<file path="src/rtl/serial_add_sub.sv">
// Bit-serial two's-complement adder/subtractor: one full-adder cell plus a carry
// flop, producing the result LSB-first over WIDTH cycles, then carry-out and overflow.
module serial_add_sub #(
   parameter int WIDTH = 8
) (
   input  logic             clk,
   input  logic             rst,
   input  logic             start,
   input  logic             op_sub,
   input  logic [WIDTH-1:0] a,
   input  logic [WIDTH-1:0] b,
   output logic             busy,
   output logic             done,
   output logic [WIDTH-1:0] sum,
   output logic             cout,
   output logic             overflow,
   output logic [1:0]       fsm_state
);

   localparam int CW = $clog2(WIDTH + 1);

   typedef enum logic [1:0] {
      IDLE  = 2'd0,
      SHIFT = 2'd1,
      DONE  = 2'd2
   } state_t;

   state_t           state;
   state_t           state_nxt;
   logic [CW-1:0]    cnt;
   logic [WIDTH-1:0] a_sr;
   logic [WIDTH-1:0] b_sr;
   logic             carry;
   logic             bit_s;
   logic             carry_nxt;
   logic             last_bit;
   logic             load;

   // Full-adder cell shared by every bit position.
   always_comb begin
      bit_s     = a_sr[0] ^ b_sr[0] ^ carry;
      carry_nxt = (a_sr[0] & b_sr[0]) | (a_sr[0] & carry) | (b_sr[0] & carry);
      last_bit  = (cnt == CW'(WIDTH - 1));
      load      = (state == IDLE) && start;
   end

   always_comb begin
      state_nxt = state;
      case (state)
         IDLE:    if (start) state_nxt = SHIFT;
         SHIFT:   if (last_bit) state_nxt = DONE;
         DONE:    state_nxt = IDLE;
         default: state_nxt = IDLE;
      endcase
   end

   always_ff @(posedge clk or posedge rst) begin
      if (rst) state <= IDLE;
      else     state <= state_nxt;
   end

   assign fsm_state = state;

   // Subtraction is a + ~b + 1: the +1 enters as the initial carry.
   always_ff @(posedge clk or posedge rst) begin
      if (rst) begin
         a_sr     <= '0;
         b_sr     <= '0;
         carry    <= 1'b0;
         cnt      <= '0;
         sum      <= '0;
         cout     <= 1'b0;
         overflow <= 1'b0;
      end else if (load) begin
         a_sr  <= a;
         b_sr  <= op_sub ? ~b : b;
         carry <= op_sub;
         cnt   <= '0;
         sum   <= '0;
      end else if (state == SHIFT) begin
         a_sr  <= a_sr >> 1;
         b_sr  <= b_sr >> 1;
         carry <= carry_nxt;
         sum   <= {bit_s, sum[WIDTH-1:1]};
         cnt   <= cnt + CW'(1);
         // On the MSB, carry still holds the carry into the MSB.
         if (last_bit) begin
            cout     <= carry_nxt;
            overflow <= carry ^ carry_nxt;
         end
      end
   end

   always_ff @(posedge clk or posedge rst) begin
      if (rst) begin
         busy <= 1'b0;
         done <= 1'b0;
      end else begin
         busy <= (state_nxt == SHIFT);
         done <= (state_nxt == DONE);
      end
   end

endmodule

</file>
<file path="config.mk">
export PLATFORM = sky130hd
export DESIGN_NAME = serial_add_sub
export DESIGN_NICKNAME = d
export VERILOG_FILES = /design/src/rtl/serial_add_sub.sv
export SDC_FILE = /design/constraint.sdc
export NUM_CORES = 1
export LEC_CHECK = 0
export BUFFER_PORTS_ARGS = -buffer_cell sky130_fd_sc_hd__buf_2
export CORE_ASPECT_RATIO = 1.75
export CORE_MARGIN = 3
export CORE_UTILIZATION = 53
export CTS_CLUSTER_DIAMETER = 100
export DETAILED_ROUTE_END_ITERATION = 16
export HOLD_SLACK_MARGIN = 0.12
export PLACE_DENSITY_LB_ADDON = 0.25
export SYNTH_ARGS = -nofsm -noshare
export SYNTH_HDL_FRONTEND = slang
export SYNTH_SLANG_ARGS = --single-unit
</file>
<file path="constraint.sdc">
create_clock -name clk -period 2.17 [get_ports clk]
set_clock_uncertainty 0.2 [all_clocks]
set_input_delay 0.3255 -clock clk [delete_from_list [all_inputs] [get_ports clk]]
set_output_delay 0.3255 -clock clk [all_outputs]
set_load 0.02 [all_outputs]
</file>
### Word-level counts from Yosys, hierarchy flattened

Cells that the tools add are included.
W data, S select, Z words.

* register bits: 35
* input port bits: 20
* output and inout port bits: 14
* logic and storage cells: 43

* $add $sub $neg: 1
* equal/unequal tests: 4
* multiplexer cells: 14
* bitwise gates (word level): 10
* reduce and logical (&&, ||, !) cells: 4

Operators by type and width (number)
* $mux W8: 7
* $mux W4: 2
* $not A8 Y8: 1
* $add A4 B1 Y4 const B: 1
* $eq A2 B1 Y1 const B: 2
* $eq A4 B3 Y1 const B: 1
* $mux W2: 2
* $pmux W2 S2: 1
* $and A1 B1 Y1: 3
* $reduce_and A3 Y1: 1
* $xor A1 B1 Y1: 3
* $eq A2 B2 Y1 const B: 1
* $logic_not A2 Y1: 1
* $mux W1: 2
* $or A1 B1 Y1: 2
* $reduce_bool A2 Y1: 1
* $logic_and A1 B1 Y1: 1
* $not A1 Y1: 1

### Depth between registers and ports, before layout

* depth in word-level cells: 5
* mapped depth: 5

### Least setup slack after synthesis

Ideal clock, no wire load.

* path type: register -> register
* start point: register state[1] (netlist: fsm_state[1])
* end point: register b_sr[7]
* setup time: 0.119 ns
* arrival time: 1.278 ns
* required time: 1.851 ns
* setup slack: 0.573 ns
* stages on the path, launching flop included: 6
* path buffers: 2
* cell sequence: dfrtp_1 -> or3b_1 -> buf_6 -> buf_6 -> nand3_2 -> o21ai_2

* word-level cells in the longest chain between the ends: 3
* elaborated cells on any way between the ends: 5
* classes of those cells: eq/ne: 1; mux: 1; reduce/logical: 3

RTL lines
* from (decl): RTL line 28 `state_t state;`
* from (signal assigned): RTL line 59 `else state <= state_nxt;`
* $logic_not A2 Y1: RTL line 44 `load = (state == IDLE) && start;`
* $logic_and A1 B1 Y1: RTL line 44
* $mux W8 / $reduce_bool A2 Y1 (equally long branches)
* to (signal assigned): RTL line 76 `b_sr <= op_sub ? ~b : b;`
* to (signal assigned): RTL line 82 `b_sr <= b_sr >> 1;`
* to (decl): RTL line 32 `logic [WIDTH-1:0] b_sr;`

Several ways; a longest one is shown, not always the timed one.
A chain may end at the register's enable or synchronous reset.

### Worst setup path in the final report

* start point: register a_sr[0]
* end point: register overflow

* word-level cells in the longest chain between the ends: 4
* elaborated cells on any way between the ends: 5
* classes of those cells: bitwise: 5

RTL lines
* from (decl): RTL line 31 `logic [WIDTH-1:0] a_sr;`
* from (signal assigned): RTL line 81 `a_sr <= a_sr >> 1;`
* $and A1 B1 Y1: RTL line 42 `carry_nxt = (a_sr[0] & b_sr[0]) | (a_sr[0] & carry) | (b_sr[0] & carry);`
* $or A1 B1 Y1 * (2 in series): RTL line 42
* net carry_nxt: RTL line 35 `logic carry_nxt;`
* $xor A1 B1 Y1 *: RTL line 89 `overflow <= carry ^ carry_nxt;`
* to (signal assigned): RTL line 89
* to (decl): RTL line 16 `output logic overflow,`

Mark *: on every way through the listed nets, which the timed path passes. The rest lies on a longest branch.

==> qor.json <==
{
  "yosys.area_share.adder": {"value": 0.0195},
  "synth_top_area_share": {"value": 0.526},
  "worst_setup_path_start_kind": {"value": "flop"},
  "total_leakage_power": {"value": 1.02, "unit": "nW"},
  "cellInternalPower": {"value": 1.62, "unit": "mW"},
  "start_util": {"value": 0.563},
  "worst-path-max-fanout": {"value": 3},
  "switchingPower": {"value": 1.12, "unit": "mW"},
  "max_transition_margin": {"value": 0.633},
  "share_clk_of_total_power": {"value": 0.162},
  "clkLatencyLatePin": {"value": 0.29, "unit": "ns"},
  "totalPowerFinal": {"value": 2.74, "unit": "mW"},
  "yosysTopAreaCell": {"value": "sky130_fd_sc_hd__dfrtp_1"},
  "die_height": {"value": 80.2, "unit": "µm"},
  "cp-end-kind": {"value": "flop"},
  "max-vdd-ir-drop": {"value": 737, "unit": "µV"},
  "postSynthCellCount": {"value": 160},
  "complex_gate_fraction_of_the_synthesized_area": {"value": 0.115},
  "cts_tree": {"value": "built"},
  "cts_sinks": {"value": 35},
  "post_synthesis_instance_area": {"value": 0.00167, "unit": "mm²"},
  "synth_xor_area_frac": {"value": 0.0473},
  "num-nets-final": {"value": 227},
  "ys_seq_area_frac": {"value": 0.526},
  "ctsRootBufferMaster": {"value": "sky130_fd_sc_hd__clkbuf_8"},
  "postRouteWirelength": {"value": 3390, "unit": "µm"},
  "place.gp.congestion": {"value": 0.776},
  "rr_worst_depth": {"value": 3},
  "hold-path-cell-count": {"value": 3},
  "worst-r2r-setup-slack": {"value": 0.51, "unit": "ns"},
  "drive_above_1_share": {"value": 0.306},
  "hpwl": {"value": 2440, "unit": "µm"},
  "n_antenna_cell": {"value": 0},
  "die_width": {"value": 48.4, "unit": "µm"},
  "worstMarginPinSlew": {"value": 0.548, "unit": "ns"},
  "fp.dieArea": {"value": 0.00388, "unit": "mm²"},
  "synth_top_family_by_area": {"value": "simple AND/OR/NAND/NOR gates"},
  "post_synth_and_or_nand_nor_area_fraction": {"value": 0.228},
  "pwr-share-comb": {"value": 0.427},
  "layout.cell_area.non_filler": {"value": 0.00203, "unit": "mm²"},
  "h_tree_lvls": {"value": 2},
  "viasPerCell": {"value": 5.23},
  "syn_to_final_growth": {"value": 21.9, "unit": "%"},
  "ys_types": {"value": 31},
  "rows": {"value": 26},
  "antenna_left": {"value": 0},
  "hold_class": {"value": "primary input to flop"},
  "io_buffer_count": {"value": 33},
  "final_period_minus_worst_setup_slack": {"value": 1.66, "unit": "ns"},
  "first_pass_iters": {"value": 4},
  "setup_viol": {"value": 0},
  "post-route-util": {"value": 0.686},
  "sw_frac_of_total": {"value": 0.410},
  "status": {"value": "finished clean"},
  "portion_of_netlist_area_occupied_by_mux_cells": {"value": 0.0195},
  "worstReg2RegStart": {"value": "a_sr[0]"},
  "ctsLongestPathBuffers": {"value": 2},
  "tns": {"value": 0, "unit": "ns"},
  "drt-wirelength-per-cell": {"value": 13.7, "unit": "µm"},
  "detail_route.iter0.violations": {"value": 24},
  "antenna_violations_before_repair": {"value": 0},
  "timing.setup.critical_path_class": {"value": "flop to flop"},
  "seqPwrFrac": {"value": 0.411},
  "layout_common_cells": {"value": "sky130_fd_sc_hd__nand2_1 (53), sky130_fd_sc_hd__dfrtp_1 (35), sky130_fd_sc_hd__buf_2 (33)"},
  "fmaxAchievable": {"value": 602, "unit": "MHz"},
  "mostFrequentLayoutCell": {"value": "sky130_fd_sc_hd__nand2_1"},
  "power_per_cell_area": {"value": 1350, "unit": "mW/mm²"},
  "mappedNetlistNets": {"value": 182},
  "post-place-ws": {"value": 0.513, "unit": "ns"},
  "cts_made_buffers": {"value": 5},
  "global_route.usage.total": {"value": 0.196},
  "layout_worst_path_cycle_share": {"value": 0.765},
  "grt_first_pass_wirelength": {"value": 5880, "unit": "µm"},
  "timing.critical_path.required": {"value": 2.14, "unit": "ns"},
  "min_setup_slack_post_route": {"value": 0.509, "unit": "ns"},
  "grt_max_degree": {"value": 36},
  "synth-warning-count": {"value": 0},
  "avgSynthCellArea": {"value": 10.4, "unit": "µm²"},
  "timing_hold_violations_final": {"value": 0},
  "dr_total_vias": {"value": 1298},
  "cp_data_arrival_time": {"value": 1.63, "unit": "ns"},
  "core_box_area": {"value": 0.00296, "unit": "mm²"},
  "critical_path.reg2reg.endpoint": {"value": "overflow"},
  "postPlaceCellArea": {"value": 0.00186, "unit": "mm²"},
  "cts.repair.resized": {"value": 0},
  "drc_violations_left": {"value": 0},
  "synth_seq_cells": {"value": 35},
  "global_route.overflow_total": {"value": 0},
  "io-pin-count": {"value": 34},
  "max_cap_violations": {"value": 0},
  "synth.top_cells.by_area": {"value": "sky130_fd_sc_hd__dfrtp_1 (53%), sky130_fd_sc_hd__nand2_1 (12%), sky130_fd_sc_hd__nand3_2 (5.4%)"},
  "clkTransAtPathRegs": {"value": 0.07, "unit": "ns"},
  "hold_start": {"value": "b[7]"},
  "unrepaired_setup_endpoints_after_global_routing": {"value": "no"},
  "drv_slew": {"value": 0},
  "first_global_vias": {"value": 1397},
  "min_delay_worst_endpoint": {"value": "b_sr[7]"}
}
## cells in the mapped netlist (all sizes together)
cell    number
nand2       53
dfrtp       35
nand3       11
buf          9
a22oi        8
nor2         7
xor2         7
a31oi        6
o21ai        4
mux2         2
nor3         2
xnor2        2
a21oi        1
a221o        1
clkbuf       1
fa           1
ha           1
inv          1
mux2i        1
nand2b       1
nand4        1
nor2b        1
nor3b        1
o21ba        1
o21bai       1
or3b         1
## through the flow
step | hold slack [ns] | cells
2_1_floorplan | 0.231 | 160
3_3_place_gp | 0.236 | 231
3_5_place_dp | 0.248 | 231
4_1_cts | 0.128 | 248
5_1_grt | 0.136 | 248
6_report | 0.133 | 248
## repair_timing
action | in CTS | in global routing
hold buffers | 9 | 0
endpoints found under the hold margin | 43 | 0
buffers inserted | 0 | 0
## worst max-delay path: stages, from the launching register on
cell and delay [ns]:
sky130_fd_sc_hd__dfrtp_1 0.40, sky130_fd_sc_hd__fa_1 0.48, sky130_fd_sc_hd__xor2_1 0.16, sky130_fd_sc_hd__mux2_1 0.30
## per-layer routing
| layer | vias to the layer above | share of wire | global-route usage |
|---|---|---|---|
| met3 | 9 | 0.042 | 0.0538 |
| met1 | 636 | 0.37 | 0.190 |
| met2 | 32 | 0.56 | 0.385 |
| met5 | - | 0 | 0 |
| li1 | 621 | - | - |
| met4 | 0 | 0.022 | 0.0769 |
## flip-flops by register name, summed over array words and instances, names as in the netlist
register	cells
b_sr	8
done	1
sum	8
fsm_state	2
overflow	1
a_sr	8
busy	1
cout	1
cnt	4
carry	1
## power groups by stage
stage	clock, mW	sequential [mW]	combinational [mW]
after floorplan	0	1.22	0.776
after global placement	0	1.12	1.13
after detailed placement	0	1.14	1.18
after CTS	0.461	1.13	1.19
after global routing	0.488	1.16	1.31
final	0.445	1.13	1.17
## area by class of cell
class                   instances  area [µm²]
multi-input cells             114         716
clock buffers                   7        76.3
fillers                       246         931
inverters                       1        3.75
repair buffers                 48         300
well taps                      42        52.6
clock inverters                 1        5.00
flip-flops and latches         35         876
## cell families after synthesis
| family | count (synthesis) |
|---|---|
| compound gates | 22 |
| mux | 3 |
| buf+inv | 11 |
| xor+xnor | 9 |
| flops | 35 |
| simple gates | 78 |
| fa+ha+maj | 2 |
## worst max-delay path by stage
stage	from	endpoint	slack, ns	depth (start not counted)
6_report	a_sr[0]	overflow	0.51	3
5_1_grt	fsm_state[1]	b_sr[3]	0.44	4
4_1_cts	a_sr[0]	overflow	0.50	3
3_5_place_dp	a_sr[0]	overflow	0.51	3
3_3_place_gp	a_sr[0]	overflow	0.55	3
2_1_floorplan	fsm_state[1]	b_sr[7]	0.57	5
Power figures use the tool's default switching activity.
